**config.mk**
```make
export PLATFORM = sky130hd
export DESIGN_NAME = z80_busrq_dma
export DESIGN_NICKNAME = d
export VERILOG_FILES = /design/src/rtl/z80_busrq_dma_pkg.sv /design/src/rtl/z80_busrq_dma_burst_timer.sv /design/src/rtl/z80_busrq_dma.sv
export SDC_FILE = /design/constraint.sdc
export NUM_CORES = 1
export LEC_CHECK = 0
export BUFFER_PORTS_ARGS = -buffer_cell sky130_fd_sc_hd__buf_2
export CORE_MARGIN = 1.5
export CORE_UTILIZATION = 35
export CTS_CLUSTER_DIAMETER = 60
export DETAILED_ROUTE_END_ITERATION = 8
export GPL_TIMING_DRIVEN = 0
export HOLD_SLACK_MARGIN = 0.08
export MAX_ROUTING_LAYER = met4
export SLEW_MARGIN = 20
export SYNTH_ARGS = -nofsm -noshare
export SYNTH_HDL_FRONTEND = slang
export SYNTH_SLANG_ARGS = --single-unit
```
**constraint.sdc**
```tcl
create_clock -name clk -period 3.5 [get_ports clk]
set_clock_uncertainty 0.1 [all_clocks]
set_input_delay 0.7 -clock clk [delete_from_list [all_inputs] [get_ports clk]]
set_output_delay 0.7 -clock clk [all_outputs]
set_load 0.03 [all_outputs]
```
**src/rtl/z80_busrq_dma_pkg.sv**
```systemverilog
// Shared types and constants for the z80_busrq_dma bus-request DMA scheduler.
package z80_dma_pkg;

  localparam int ADDR_W = 16;
  localparam int LEN_W  = 16;
  localparam int DATA_W = 8;

  typedef enum logic [2:0] {
    IDLE      = 3'd0,
    REQ       = 3'd1,
    RD        = 3'd2,
    WR        = 3'd3,
    REL_BURST = 3'd4,
    REL_LAST  = 3'd5,
    HOLD      = 3'd6,
    DONE      = 3'd7
  } dma_state_e;

  // Strobe bundle ordering is {mreq_n, rd_n, wr_n}.
  localparam logic [2:0] BUS_IDLE = 3'b111;
  localparam logic [2:0] BUS_RD   = 3'b001;
  localparam logic [2:0] BUS_WR   = 3'b010;

  function automatic logic [2:0] strobes_for(input dma_state_e st);
    logic [2:0] stb;
    case (st)
      RD:      stb = BUS_RD;
      WR:      stb = BUS_WR;
      default: stb = BUS_IDLE;
    endcase
    return stb;
  endfunction

endpackage

```
**src/rtl/z80_busrq_dma_burst_timer.sv**
```systemverilog
// Tenure byte counter and bus-release holdoff counter for z80_busrq_dma.
module dma_burst_timer
  import z80_dma_pkg::*;
#(
  parameter int MAX_BURST = 16,
  parameter int HOLDOFF   = 8
) (
  input  logic clk,
  input  logic reset_n,
  input  logic byte_done,
  input  logic burst_clr,
  input  logic hold_en,
  output logic burst_limit,
  output logic holdoff_expired
);

  logic [LEN_W-1:0] burst_cnt_q, burst_cnt_d;
  logic [LEN_W-1:0] hold_cnt_q, hold_cnt_d;
  logic [LEN_W-1:0] hold_cnt_inc_s;

  // burst_limit flags that the byte now being written closes the current tenure.
  always_comb begin
    hold_cnt_inc_s  = hold_cnt_q + 16'd1;
    holdoff_expired = hold_en && (hold_cnt_inc_s >= LEN_W'(HOLDOFF));
    if (MAX_BURST != 0) begin
      burst_limit = ((burst_cnt_q + 16'd1) == LEN_W'(MAX_BURST));
    end else begin
      burst_limit = 1'b0;
    end

    if (burst_clr) begin
      burst_cnt_d = 16'd0;
    end else if (byte_done) begin
      burst_cnt_d = burst_cnt_q + 16'd1;
    end else begin
      burst_cnt_d = burst_cnt_q;
    end

    if (hold_en && !holdoff_expired) begin
      hold_cnt_d = hold_cnt_inc_s;
    end else begin
      hold_cnt_d = 16'd0;
    end
  end

  // Counter registers.
  always_ff @(posedge clk or negedge reset_n) begin
    if (!reset_n) begin
      burst_cnt_q <= 16'd0;
      hold_cnt_q  <= 16'd0;
    end else begin
      burst_cnt_q <= burst_cnt_d;
      hold_cnt_q  <= hold_cnt_d;
    end
  end

endmodule

```
**src/rtl/z80_busrq_dma.sv**
```systemverilog
// Bus-request DMA block copier for the tv80s bus; takes the bus via busrq_n/busak_n.
// Optional fill mode is enabled by defining DMA_FILL_EN.
module z80_busrq_dma
  import z80_dma_pkg::*;
#(
  parameter int MAX_BURST = 16,
  parameter int HOLDOFF   = 8
) (
  input  logic              clk,
  input  logic              reset_n,
  input  logic              start,
  input  logic [ADDR_W-1:0] src,
  input  logic [ADDR_W-1:0] dst,
  input  logic [LEN_W-1:0]  len,
  input  logic              fill,
  output logic              busy,
  output logic              done,
  output logic              busrq_n,
  input  logic              busak_n,
  output logic              dma_bus_en,
  output logic [ADDR_W-1:0] dma_a,
  output logic [DATA_W-1:0] dma_do,
  input  logic [DATA_W-1:0] dma_di,
  output logic              dma_mreq_n,
  output logic              dma_rd_n,
  output logic              dma_wr_n
);

`ifdef DMA_FILL_EN
  localparam logic FILL_EN = 1'b1;
`else
  localparam logic FILL_EN = 1'b0;
`endif

  dma_state_e        state_q, state_d;
  logic [ADDR_W-1:0] src_q, src_d, dst_q, dst_d, dma_a_q, dma_a_d;
  logic [LEN_W-1:0]  rem_q, rem_d;
  logic [DATA_W-1:0] dma_do_q, dma_do_d;
  logic              fill_q, fill_d, fill_have_q, fill_have_d;
  logic              busy_q, busy_d, done_q, done_d;
  logic              busrq_n_q, busrq_n_d, bus_en_q, bus_en_d;
  logic [2:0]        stb_q, stb_d;
  logic              byte_done_s, burst_clr_s, hold_en_s;
  logic              burst_limit_s, holdoff_expired_s, skip_rd_s;

  assign burst_clr_s = (state_q == IDLE) || (state_q == HOLD);
  assign hold_en_s   = (state_q == HOLD);
  // Once the fill byte is captured, every later transfer goes straight to WR.
  assign skip_rd_s   = FILL_EN & fill_q & fill_have_q;

  dma_burst_timer #(
    .MAX_BURST(MAX_BURST),
    .HOLDOFF  (HOLDOFF)
  ) u_timer (
    .clk            (clk),
    .reset_n        (reset_n),
    .byte_done      (byte_done_s),
    .burst_clr      (burst_clr_s),
    .hold_en        (hold_en_s),
    .burst_limit    (burst_limit_s),
    .holdoff_expired(holdoff_expired_s)
  );

  // Next-state and next-output logic; outputs are registered from the next state.
  always_comb begin
    state_d     = state_q;
    src_d       = src_q;
    dst_d       = dst_q;
    rem_d       = rem_q;
    fill_d      = fill_q;
    fill_have_d = fill_have_q;
    dma_do_d    = dma_do_q;
    byte_done_s = 1'b0;

    case (state_q)
      IDLE: begin
        if (start && (len != 16'd0)) begin
          state_d     = REQ;
          src_d       = src;
          dst_d       = dst;
          rem_d       = len;
          fill_d      = fill;
          fill_have_d = 1'b0;
        end else if (start) begin
          state_d = DONE;
        end else begin
          state_d = IDLE;
        end
      end
      REQ: begin
        if (!busak_n) begin
          state_d = skip_rd_s ? WR : RD;
        end else begin
          state_d = REQ;
        end
      end
      RD: begin
        if (busak_n) begin
          state_d = IDLE;
        end else begin
          state_d     = WR;
          dma_do_d    = dma_di;
          fill_have_d = 1'b1;
        end
      end
      WR: begin
        if (busak_n) begin
          state_d = IDLE;
        end else begin
          byte_done_s = 1'b1;
          src_d       = src_q + 16'd1;
          dst_d       = dst_q + 16'd1;
          rem_d       = rem_q - 16'd1;
          if (rem_q == 16'd1) begin
            state_d = REL_LAST;
          end else if (burst_limit_s) begin
            state_d = REL_BURST;
          end else if (skip_rd_s) begin
            state_d = WR;
          end else begin
            state_d = RD;
          end
        end
      end
      REL_BURST: begin
        if (busak_n) begin
          state_d = HOLD;
        end else begin
          state_d = REL_BURST;
        end
      end
      REL_LAST: begin
        if (busak_n) begin
          state_d = DONE;
        end else begin
          state_d = REL_LAST;
        end
      end
      HOLD: begin
        if (holdoff_expired_s) begin
          state_d = REQ;
        end else begin
          state_d = HOLD;
        end
      end
      DONE: begin
        state_d = IDLE;
      end
      default: begin
        state_d = IDLE;
      end
    endcase

    busy_d    = !(state_d inside {IDLE, DONE});
    done_d    = (state_d == DONE);
    busrq_n_d = !(state_d inside {REQ, RD, WR});
    bus_en_d  = (state_d inside {RD, WR});
    stb_d     = strobes_for(state_d);
    if (state_d == RD) begin
      dma_a_d = src_d;
    end else if (state_d == WR) begin
      dma_a_d = dst_d;
    end else begin
      dma_a_d = dma_a_q;
    end
  end

  // State, datapath and registered output flops.
  always_ff @(posedge clk or negedge reset_n) begin
    if (!reset_n) begin
      state_q     <= IDLE;
      src_q       <= 16'd0;
      dst_q       <= 16'd0;
      rem_q       <= 16'd0;
      fill_q      <= 1'b0;
      fill_have_q <= 1'b0;
      dma_do_q    <= 8'd0;
      dma_a_q     <= 16'd0;
      busy_q      <= 1'b0;
      done_q      <= 1'b0;
      busrq_n_q   <= 1'b1;
      bus_en_q    <= 1'b0;
      stb_q       <= BUS_IDLE;
    end else begin
      state_q     <= state_d;
      src_q       <= src_d;
      dst_q       <= dst_d;
      rem_q       <= rem_d;
      fill_q      <= fill_d;
      fill_have_q <= fill_have_d;
      dma_do_q    <= dma_do_d;
      dma_a_q     <= dma_a_d;
      busy_q      <= busy_d;
      done_q      <= done_d;
      busrq_n_q   <= busrq_n_d;
      bus_en_q    <= bus_en_d;
      stb_q       <= stb_d;
    end
  end

  assign busy       = busy_q;
  assign done       = done_q;
  assign busrq_n    = busrq_n_q;
  assign dma_bus_en = bus_en_q;
  assign dma_a      = dma_a_q;
  assign dma_do     = dma_do_q;
  assign {dma_mreq_n, dma_rd_n, dma_wr_n} = stb_q;

endmodule

```
# Word level (Yosys, flattened, before mapping)
# Index checks and enable logic that the tools add are counted.
[classes]
n_reduce_logical = 17
add_sub_neg = 5
n_lt_le_gt_ge = 1
muxes = 28
n_eq_ne = 15
n_bitwise = 1
[ops]
columns = ["operator", "n"]
rows = [
  ["two-way mux 16 bit", 11],
  ["case mux 16 bit (2 select lines)", 3],
  ["adder 16 x 1 -> 16 bit (second input constant)", 4],
  ["case mux 3 bit (8 select lines)", 1],
  ["two-way mux 3 bit", 6],
  ["== test 16 x 1 -> 1 bit (second input constant)", 1],
  ["== test 16 x 5 -> 1 bit (second input constant)", 1],
  ["greater-or-equal comparator 16 x 4 -> 1 bit (second input constant)", 1],
  ["nonzero test 16 bit", 1],
  ["subtractor 16 x 1 -> 16 bit (second input constant)", 1],
  ["== test 3 bit (second input constant)", 5],
  ["== test 3 x 2 -> 1 bit (second input constant)", 4],
  ["two-way mux 2 bit", 4],
  ["nonzero test 2 bit", 4],
  ["== test 3 x 1 -> 1 bit (second input constant)", 2],
  ["zero test 3 bit", 2],
  ["case mux 3 bit (2 select lines)", 1],
  ["logical AND 1 bit", 3],
  ["zero test 1 bit", 3],
  ["AND reduction 3 bit", 1],
  ["nonzero test 3 bit", 1],
  ["two-way mux 1 bit", 2],
  ["inequality test 2 x 1 -> 1 bit (second input constant)", 1],
  ["inequality test 2 bit (second input constant)", 1],
  ["3 further kinds", 3],
]
[totals]
word_cells = 80
register_bits = 114
inputBits = 61

# Logic depth before layout (Yosys ltp)
# Gate-level depths: netlist of run 1.
[depth]
word_depth = 9
ltp_mapped = 11
mapped_depth_nobuf = 10

# By module
# Synthesis of run 1 repeated with hierarchy kept, for this count alone.
[unflattened]
hier_cells = 679
area_unflattened_um2 = 6214.7
[by_module_without_submodules]
columns = ["mod", "area_each_um2", "n_inst", "seq_area_each_um2", "cells_each"]
rows = [
  ["z80_busrq_dma", 4483.0, 1, 2057.0, 506],
  ["dma_burst_timer", 1731.7, 1, 800.8, 173],
]

# Least setup slack after synthesis of run 1
# Ideal clock, no wire load.
[synth_timing]
kind = "input port to flip-flop"
from = "input len[13]"
to = "register dma_a_q[0], in the netlist dma_a[0]"
n_path_buf = 1
setup_ns = 0.123
setup_slack_ns = 0.873
t_arrival_ns = 2.404
path_stages = 7
cell_sequence = "nor4_1 nand4_1 nor2b_1 buf_2 a221o_1 or4b_1 o221a_2"
[synth_rtl]
columns = ["element", "line", "text"]
rows = [
  ["start, declared", "z80_busrq_dma.sv:14", "input logic [LEN_W-1:0] len,"],
  ["nonzero test 16 bit", "z80_busrq_dma.sv:77", "if (start && (len != 16'd0)) begin"],
  ["logical AND 1 bit", "z80_busrq_dma.sv:77", ""],
  ["two-way mux 16 bit", "z80_busrq_dma.sv:77", ""],
  ["case mux 16 bit (2 select lines)", "z80_busrq_dma.sv:75", "case (state_q)"],
  ["via src_d[0]", "z80_busrq_dma.sv:36", "logic [ADDR_W-1:0] src_q, src_d, dst_q, dst_d, dma_a_q, dma_a_d;"],
  ["two-way mux 16 bit", "z80_busrq_dma.sv:159", "if (state_d == RD) begin"],
  ["end signal, assigned", "z80_busrq_dma.sv:192", "dma_a_q <= dma_a_d;"],
  ["end, declared", "z80_busrq_dma.sv:36", ""],
]
# The timed path passes the listed nets, and every way through them passes these cells. The select of a mux whose other input is x is not followed.
# A chain may end at the register's enable or synchronous reset.

# Worst setup path in the final report of run 1
[layout_timing]
from = "register rem_q[1]"
to = "register dma_a_q[5], in the netlist dma_a[5]"
[layout_between]
elab_chain_cells = 6
[layout_lines]
columns = ["element", "line", "text"]
rows = [
  ["start, declared", "z80_busrq_dma.sv:37", "logic [LEN_W-1:0] rem_q, rem_d;"],
  ["start signal, assigned", "z80_busrq_dma.sv:188", "rem_q <= rem_d;"],
  ["== test 16 x 1 -> 1 bit *", "z80_busrq_dma.sv:114", "if (rem_q == 16'd1) begin"],
  ["two-way mux 3 bit *", "z80_busrq_dma.sv:114", ""],
  ["two-way mux 3 bit *", "z80_busrq_dma.sv:107", "if (busak_n) begin"],
  ["case mux 3 bit (8 select lines) *", "z80_busrq_dma.sv:75", ""],
  ["== test 3 x 2 -> 1 bit (on tied branches)", "z80_busrq_dma.sv:159, z80_busrq_dma.sv:161", ""],
  ["two-way mux 16 bit / nonzero test 2 bit (equally long branches)", "--", ""],
]
# Every way passes the cells marked *; elsewhere a longest branch is shown, timed or not.

==> impl_metrics.toml, run 1 <==
[synthesis]
ys_ff_latch = 114
ys_warn_count = 0
synthCells = 675
netlist_area_mm2 = 0.00624
yosysSeqAreaShare = 0.458
ys_async_sr_fraction = 1.00
synth_area_leaders = "dfrtp_1 44%, nand2_1 5.6%, o21ai_0 3.9%"
synth.distinct_cells = 89
avgSynthCellArea_um2 = 9.24
synth_top_cell_by_area = "dfrtp_1"
synthFlopType = "dfrtp_1"
netlist.area_leader.share = 0.441
synth_edf_count = 0

[worst_setup_path]
critical_path.top_delay_family = "simple AND/OR/NAND/NOR gates"
path_max_fanout = 10
criticalPathCategory = "flip-flop to flip-flop"
start_kind = "flip-flop"
arrival_ns = 3.21
cpMaxStageDelayCell = "or3b_2"
max_stage_delay_ns = 0.44
critical_path_required_ns = 3.75
end_kind = "flip-flop"
cp_num_buf_inv = 2
path_cells = "inv_1, ha_1, or3b_2, nor3b_1, a41oi_1, o21a_1, and2_1, nand2_2, buf_6, o221a_2"

[detailed_routing]
wire_per_inst_um = 17.3
vias_per_cell = 5.50
drc_errors = 0
first_pass_iters = 6
wl_um = 17900
ant_nets = 0
drt-initial-drc-count = 414
vias = 5685

[timing]
fin_ws_ns = 0.544
setup_viol = 0
slew_violations = 0
tns_ns = 0
period_share = 0.845
rsz0062_at_grt = "false"
hold_viol = 0
tightestPinTransition_ns = 1.05
layout_min_cycle_time_ns = 2.96
relSlewSlack = 0.294
fmax_mhz = 338

[placed_design]
place_congestion = 0.844
dp_hpwl_um = 12900
io_buffer_count = 90
pre_cts_ws_ns = 0.306

[final_layout]
num-fill-cells = 1726
n_antenna_cell = 0
drive_above_1_share = 0.219
area_delta_synth_final_pct = 22.8
nets = 864

[clock_network]
clockBufferDepth = 2
clock_sinks = 114
cts-hold-fix-buffers = 0
post_cts_buffers = 0
cts_buffers = 17
clk_pin_slew_worst_paths_ns = 0.06
cts_tree = "built"
post_cts_resized = 0
htree_levels = 4
cts_root_buffer = "clkbuf_16"
clock_latency_ns = 0.42

[power_and_ir_drop]
p_per_area_mw_per_mm2 = 854
leakage_uw = 0.00326
vdd_ir_drop_max_mv = 0.460

[run]
drv_cap = 0

[hold_path]
hold_path_class = "input port to async pin"

[floorplan]
rows = 48
die_y_um = 136
dieArea_mm2 = 0.0186
start_util = 0.359
io-pin-count = 92
core-area_mm2 = 0.0174
fp.dieW_um = 136

[grt]
grt_antenna_before_repair = 0
grt_max_degree = 68
grt_util_all_layers = 0.206
grt_pass1_wl_um = 28600
grt_pass1_vias = 5358
grt_overflow_total = 0

[status]
status = "finished clean"
==> power by group <==
| part | internal, µW | total (µW) | switching, µW |
|---|---|---|---|
| clock network | 1200 | 1810 | 608 |
| registers | 1790 | 2180 | 393 |
| logic | 950 | 2550 | 1600 |
==> cells by family after synthesis <==
logic type,after synthesis,share of synthesized area
XOR/XNOR,13,0.0183
AND/OR/NAND/NOR,298,0.243
multiplexers,6,0.0106
adder cells (fa/ha/maj),6,0.0120
buffers and inverters,49,0.0369
flip-flops,114,0.458
other,1,0.000601
AO/OA/AOI/OAI,188,0.220
==> metrics by stage <==
stage	total power, µW	utilization	hold slack [ns]	cells	instance area, µm²
final	6540	0.441	0.121	1034	7660
after global routing	6950	0.441	0.151	1034	7660
after CTS	6560	0.441	0.137	1034	7660
after detailed placement	4720	0.406	0.358	1003	7050
after global placement	4690	0.404	0.353	1002	7010
after floorplan	3930	-	0.304	687	6280
==> cells in the mapped netlist, drive strengths merged (4+ instances only) <==
cell type and count:
a21oi 23, inv 16, o21a 5, a2bb2oi 4, nand2b 7, xnor2 8, and2 4, and3 6
nor2b 4, dfstp 4, nor4 13, xor2 5, and4 5, o211ai 11, nand4 21, clkbuf 15
o31ai 5, a31oi 11, a22oi 6, buf 18, nor2 60, o22ai 5, dfrtp 110, nand2 94
mux2i 4, a221o 9, o21ai 50, o221a 16, ha 6, nand3b 4, or2 7, a21o 6
nand3 35, nor3 25
==> cell usage in the layout (no fill, tap or decap), types with 6 or more instances in the layout <==
| cell type | instances |
|---|---|
| a221o_1 | 9 |
| o221a_2 | 7 |
| nand2_1 | 93 |
| clkbuf_1 | 17 |
| o21ai_0 | 48 |
| nand3_1 | 34 |
| nor4_1 | 12 |
| inv_1 | 14 |
| a21oi_1 | 23 |
| buf_2 | 100 |
| clkbuf_16 | 17 |
| ha_1 | 6 |
| o221a_1 | 9 |
| nand4_1 | 19 |
| nand2b_1 | 6 |
| conb_1 | 13 |
| a31oi_1 | 11 |
| a21o_1 | 6 |
| xnor2_1 | 8 |
| a22oi_1 | 6 |
| o211ai_1 | 11 |
| nor2_1 | 59 |
| nor3_1 | 22 |
| dfrtp_1 | 110 |
==> metal layers <==
metal  GRT usage  part of all wire  vias to the layer above
met4      0.0662             0.016                        0
met5           -                 0                        -
met2       0.291              0.44                      182
li1            -                 -                     2752
met3      0.0451             0.053                       24
met1       0.291              0.49                     2727
==> final timing paths <==
check | cells after the start | slack, ns | startpoint | to
setup reg to reg | 10 | 0.54 | rem_q[1] | dma_a[5]
max in group asynchronous | 2 | 2.44 | reset_n | stb_q[2]
min in group clk | 2 | 0.37 | dma_do[6] | dma_do[6]
hold reg to reg | 2 | 0.37 | dma_do[6] | dma_do[6]
hold / removal | 1 | 0.12 | reset_n | rem_q[10]
setup / recovery | 10 | 0.54 | rem_q[1] | dma_a[5]
==> registers in the layout (all words and copies together) (netlist names) <==
signal / count
busrq_n: 1
busy: 1
dma_a: 16
dma_bus_en: 1
dma_do: 8
done: 1
dst_q: 16
rem_q: 16
src_q: 16
state_q: 3
stb_q: 3
u_timer.burst_cnt_q: 16
u_timer.hold_cnt_q: 16
==> layout make-up <==
cell class	count	area [µm²]	area share
Multi-Input combinational cell	524	3190	0.417
Tap cell	225	282	0.0368
Buffer	33	168	0.0219
Sequential cell	114	2860	0.373
Clock inverter	11	163	0.0212
Clock buffer	20	447	0.0583
Timing Repair Buffer	91	484	0.0632
Inverter	16	62.6	0.00817
Power figures use the tool's default switching activity.
==> inputs of run 2 (changes only) <==
Settings changed: ABC_AREA set to 1.
Clock period 3.5 ns to 2.4 ns, I/O delays scaled along.
==> run 2 against run 1 <==
- the flow now finishes with violations (setup timing)
- routed wire length is 7.4% higher
- die area increased by 6.1%
- first-iteration DRC count grew 3.1%
- setup slack worse by 0.58 ns
- non-clock buffer count grew 25
- area after synthesis up 6.2%
- via count up 15%
- sequential share of layout area fell by 4.1 points
- critical path depth increased by 8
- largest cell class unchanged
==> impl_metrics.toml, run 2 <==
[status]
status = "finished with violations"
violations = "setup timing"

[synthesis]
synthCells = 927
synth_area_leaders = "dfrtp_1 42%, nand2_1 13%, inv_1 9.0%"
netlist_area_mm2 = 0.00662
avgSynthCellArea_um2 = 7.15
netlist.area_leader.share = 0.416
ys_ff_latch = 114
synth_top_cell_by_area = "dfrtp_1"
synth_edf_count = 0
synth.distinct_cells = 44
yosysMostFrequentCell = "nand2_1"
ys_warn_count = 0
ys_async_sr_fraction = 1.00
synthFlopType = "dfrtp_1"
yosysSeqAreaShare = 0.431
synth_top_cells_by_count = "237 x nand2_1, 158 x inv_1, 110 x dfrtp_1, 88 x nor2_1, 72 x nand3_1"

[floorplan]
io-pin-count = 92
rows = 50
die_y_um = 141
fp.dieW_um = 141
core-area_mm2 = 0.0186
dieArea_mm2 = 0.0198
start_util = 0.355

[clock_network]
clk_pin_slew_worst_paths_ns = 0.06
clock_sinks = 114
htree_levels = 4
cts_buffers = 17
clockBufferDepth = 2
cts_tree = "built"
cts_root_buffer = "clkbuf_16"
clock_latency_ns = 0.42

[detailed_routing]
wl_um = 19200
vias_per_cell = 4.92
drc_errors = 0
wire_per_inst_um = 14.5
vias = 6525
first_pass_iters = 5
drt-initial-drc-count = 427
ant_nets = 0

[final_layout]
mostFrequentLayoutCells = "225 x nand2_1, 154 x inv_1, 106 x dfrtp_1"
finalNonFillerCells = 1327
layout_commonest_cell = "nand2_1"
nets = 1148
drive_above_1_share = 0.228
area_delta_synth_final_pct = 30.2
finish.utilization = 0.463
n_antenna_cell = 0
stdcell_area_mm2 = 0.00863

[placed_design]
dp_hpwl_um = 13500
dp_cells = 1264
placed_cell_area_mm2 = 0.00745
place_congestion = 0.861
io_buffer_count = 90

[timing]
slew_violations = 0
setup_viol = 5
period_share = 1.01
layout_min_cycle_time_ns = 2.43
fin_ws_ns = -0.0321
tightestPinTransition_ns = 0.625
rsz0062_at_grt = "true"
tns_ns = -0.0621
hold_ws_ns = 0.156
relSlewSlack = 0.583
hold_viol = 0
fmax_mhz = 411

[worst_setup_path]
path_max_fanout = 5
criticalPathCategory = "flip-flop to flip-flop"
crit_start = "u_timer.burst_cnt_q[0]"
start_kind = "flip-flop"
end_kind = "flip-flop"
arrival_ns = 2.64
r2r_cells = 18
r2r_slack_ns = -0.03
endpoint = "dma_a[13]"
critical_path_required_ns = 2.61
r2r_end = "dma_a[13]"
reg2reg_from = "u_timer.burst_cnt_q[0]"

[grt]
grt_max_degree = 62
grt_pass1_vias = 6068
grt_pass1_wl_um = 30400
grt_antenna_before_repair = 0
grt_util_all_layers = 0.203
grt_overflow_total = 0

[power_and_ir_drop]
p_per_area_mw_per_mm2 = 1150
leakage_uw = 0.00421
vdd_ir_drop_max_mv = 0.698

[hold_path]
hold_path_class = "input port to flip-flop"

[run]
drv_cap = 0
[run 2: changes by cell type after synthesis, sizes merged, moves of 9 or more]
cell / change
nand2: +143
o221a: -16
a221o: -9
inv: +145
o21ai: +20
nor2: +38
nand4: +13
nand3: +43
[run 2: layer usage]
layer  vias up  GRT usage  share of wire
met1      3025      0.269           0.47
li1       3302          -              -
met2       170      0.314           0.47
met3        28     0.0360          0.045
met5         -          -              0
met4         0     0.0718          0.021
[run 2: stage by stage]
step | worst slack, ns | total power, µW
6_report | -0.0321 | 9880
5_1_grt | -0.209 | 10600
4_1_cts | -0.0253 | 9520
3_5_place_dp | -0.641 | 6900
3_3_place_gp | -0.850 | 6850
2_1_floorplan | 0.133 | 5730
[run 2: logic make-up after synthesis]
group                    synth area share
AND/OR/NAND/NOR                     0.323
AO/OA/AOI/OAI                       0.110
flip-flops                          0.431
other                            0.000566
buffers and inverters               0.111
adder cells (fa/ha/maj)            0.0113
XOR/XNOR                           0.0132
[run 2: layout make-up]
class                   count  area (µm²)
fillers                  1871       10000
multi-input cells         636        3350
flip-flops and latches    114        2860
repair buffers            123         773
inverters                 163         616
clock buffers              27         523
well taps                 234         293
plain buffers              26         159
clock inverters             4        47.5
[run 2: power by group]
part           internal (µW)  switching (µW)
registers               2630             491
clock network           1580             875
logic                   1450            2850
[run 2: how the worst min path moves through the flow]
stage / from / to / slack [ns] / depth (start not counted)
floorplan: reset_n / busy / 0.08 / 0
global placement: dma_do[2] / dma_do[2] / 0.35 / 2
CTS: dma_di[5] / dma_do[5] / 0.14 / 3
global route: dma_di[3] / dma_do[3] / 0.17 / 3
detailed placement: dma_do[4] / dma_do[4] / 0.36 / 2
finish: dma_di[5] / dma_do[5] / 0.16 / 3
[run 2: timing repair]
action,CTS,global route
pin swaps,7,22
setup buffers,14,15
hold buffers,1,0
resized for setup,26,66
hold endpoints to repair,50,0
cloned,0,2
setup endpoints to repair,40,33
[run 2: critical path, cell delays in order, from the launching register on]
cell,delay [ns]
dfrtp_1,0.40
ha_4,0.18
nand3_4,0.08
nor2_4,0.17
buf_4,0.12
nand3_1,0.05
nand2_1,0.09
nor2_1,0.05
nand2_1,0.08
nor2_2,0.05
nand2_2,0.11
nand2_2,0.06
nand2_2,0.07
nand3_4,0.12
nor2_8,0.21
buf_6,0.16
nand3_2,0.07
nand2_1,0.09
nor2_1,0.05
==> inputs of run 3 (changes only) <==
Settings changed: CELL_PAD_IN_SITES_DETAIL_PLACEMENT set to 2, CELL_PAD_IN_SITES_GLOBAL_PLACEMENT set to 2, CORE_UTILIZATION 35 to 29, PLACE_DENSITY set to 0.72.
==> run 3 against run 2 <==
- the run still ends with setup timing left
- via count up 5.8%
- die area up 20%
- first-iteration DRC count down 47%
- sequential cell count unchanged
- combinational power up 5.1%
- global-route usage up 2.7 points
- utilization down 7.1 points
- clock power up 9.0%
- worst hold slack worse by 0.0024 ns
==> impl_metrics.toml, run 3 (synthesis results as in run 2) <==
[detailed_routing]
first_pass_iters = 4
vias_per_cell = 4.99
wl_um = 26100
ant_nets = 0
wire_per_inst_um = 18.8
drc_errors = 0
drt-initial-drc-count = 228
vias = 6901

[final_layout]
drive_above_1_share = 0.224
finalNonFillerCells = 1384
mostFrequentLayoutCells = "224 x nand2_1, 154 x inv_1, 107 x dfrtp_1"
final-seq-area_mm2 = 0.00286
layout_commonest_cell = "nand2_1"
num-fill-cells = 2643
multiInputGateArea_mm2 = 0.00338
area_delta_synth_final_pct = 33.1
nets = 1151

[floorplan]
start_util = 0.294
io-pin-count = 92
core-area_mm2 = 0.0225
die_y_um = 154
fp.dieW_um = 154
dieArea_mm2 = 0.0238
rows = 55

[clock_network]
cts_buffers = 17
clock_latency_ns = 0.43
clk_pin_slew_worst_paths_ns = 0.06
cts_tree = "built"
htree_levels = 4
clock_sinks = 114
clockBufferDepth = 2
cts_root_buffer = "clkbuf_16"

[grt]
grtUsageMet1 = 0.280
grt_util_all_layers = 0.230
use_met2 = 0.402
grt-busiest-layer = "met2"
grt_util_met3 = 0.0279
grt_antenna_before_repair = 2
grt_pass1_vias = 7486
grt_pass1_wl_um = 41100
grt_overflow_total = 0
grt_max_degree = 64

[run]
drv_cap = 0

[timing]
fin_ws_ns = -0.171
fmax_mhz = 389
hold_viol = 0
tightestPinTransition_ns = 0.663
setup_viol = 20
period_share = 1.07
slew_violations = 0
relSlewSlack = 0.558
rsz0062_at_grt = "true"
layout_min_cycle_time_ns = 2.57

[worst_setup_path]
criticalPathCategory = "flip-flop to flip-flop"
max_stage_delay_ns = 0.42
path_cells = "ha_4, nand3_4, nor2_4, buf_4, nand3_1, nand2_1, nand2_1, inv_1, nand2_1, nor2_2, nand2_2, buf_6, nand3_4, nand3_4, buf_12, nand3_1, nand2_1, nor2_1"
cp_num_buf_inv = 4
crit_top_cell = "nand2_1"
crit_start = "u_timer.burst_cnt_q[0]"
end_kind = "flip-flop"
path_max_fanout = 10
cpMaxStageDelayCell = "dfrtp_1"
reg2reg_from = "u_timer.burst_cnt_q[0]"
start_kind = "flip-flop"
critical_path.top_delay_family = "simple AND/OR/NAND/NOR gates"
critical_path_required_ns = 2.66
arrival_ns = 2.83

[power_and_ir_drop]
p_total_uw = 10400
leakage_uw = 0.00426
p_per_area_mw_per_mm2 = 1180
vdd_ir_drop_max_mv = 0.529

[status]
violations = "setup timing"
status = "finished with violations"

[hold_path]
min_from = "dma_di[6]"
hold_path_class = "input port to flip-flop"

[placed_design]
dp_cells = 1315
io_buffer_count = 90
dp_hpwl_um = 17700
pre_cts_ws_ns = -0.664
place_congestion = 0.836
## run 3: cell types whose count changed in the layout (fill, tap and decap cells not counted), moves of 5 or more
cell	change
nand3_2	-14
nor2_2	-5
nand3_1	+12
o21ai_0	-9
o21ai_1	+8
nor2_4	+7
## run 3: tightest hold or removal path, stage by stage
cell and delay (ns):
buf_2 0.07, nand2_1 0.04, nand2_1 0.05
## run 3: layer usage
layer / wire length [µm] / vias to the layer above
met5: 0 / -
met4: 383 / 0
met3: 564 / 31
met2: 13500 / 100
met1: 11700 / 3467
li1: - / 3303
## run 3: final timing paths
| kind | end | slack, ns | cells after the start |
|---|---|---|---|
| worst max-delay path | dma_a[11] | -0.17 | 18 |
| worst min-delay path | dma_do[6] | 0.15 | 3 |
| worst max register to register | dma_a[11] | -0.17 | 18 |
| worst min register to register | dma_do[4] | 0.37 | 2 |
| max in group asynchronous | stb_q[0] | 1.03 | 3 |
| min in group asynchronous | u_timer.burst_cnt_q[11] | 0.46 | 2 |
## run 3: layout make-up
cell class / count / area share
timing repair buffer: 126 / 0.0933
clock inverter: 9 / 0.0149
antenna: 2 / 0.000568
buffer: 26 / 0.0196
multi-input combinational: 636 / 0.383
tap: 285 / 0.0405
sequential: 114 / 0.325
clock buffer: 23 / 0.0531
inverter: 163 / 0.0701
## run 3: stage by stage
stage                     hold slack [ns]  area [µm²]   util  setup TNS, ns
after global routing                0.159        8810  0.392          -6.85
after global placement              0.349        7480  0.332        -134.13
final                               0.154        8810  0.392          -2.45
after detailed placement            0.334        7510  0.334         -25.17
after CTS                           0.143        8630  0.383          -1.08
after floorplan                    0.0844        6670      -              0
## run 3: power breakdown
part           internal [µW]  switching [µW]  leakage (µW)
Clock                   1690             984      0.000283
Sequential              2620             546       0.00140
Combinational           1490            3050       0.00259
## run 3: timing repair
| action | 4_1_cts | 5_1_grt |
|---|---|---|
| setup buffers | 24 | 8 |
| hold buffers | 1 | 0 |
| gates resized for setup | 76 | 41 |
| pin swaps | 33 | 13 |
| setup endpoints to repair | 67 | 62 |
| gates cloned | 2 | 0 |
| endpoints found under the hold margin | 48 | 0 |
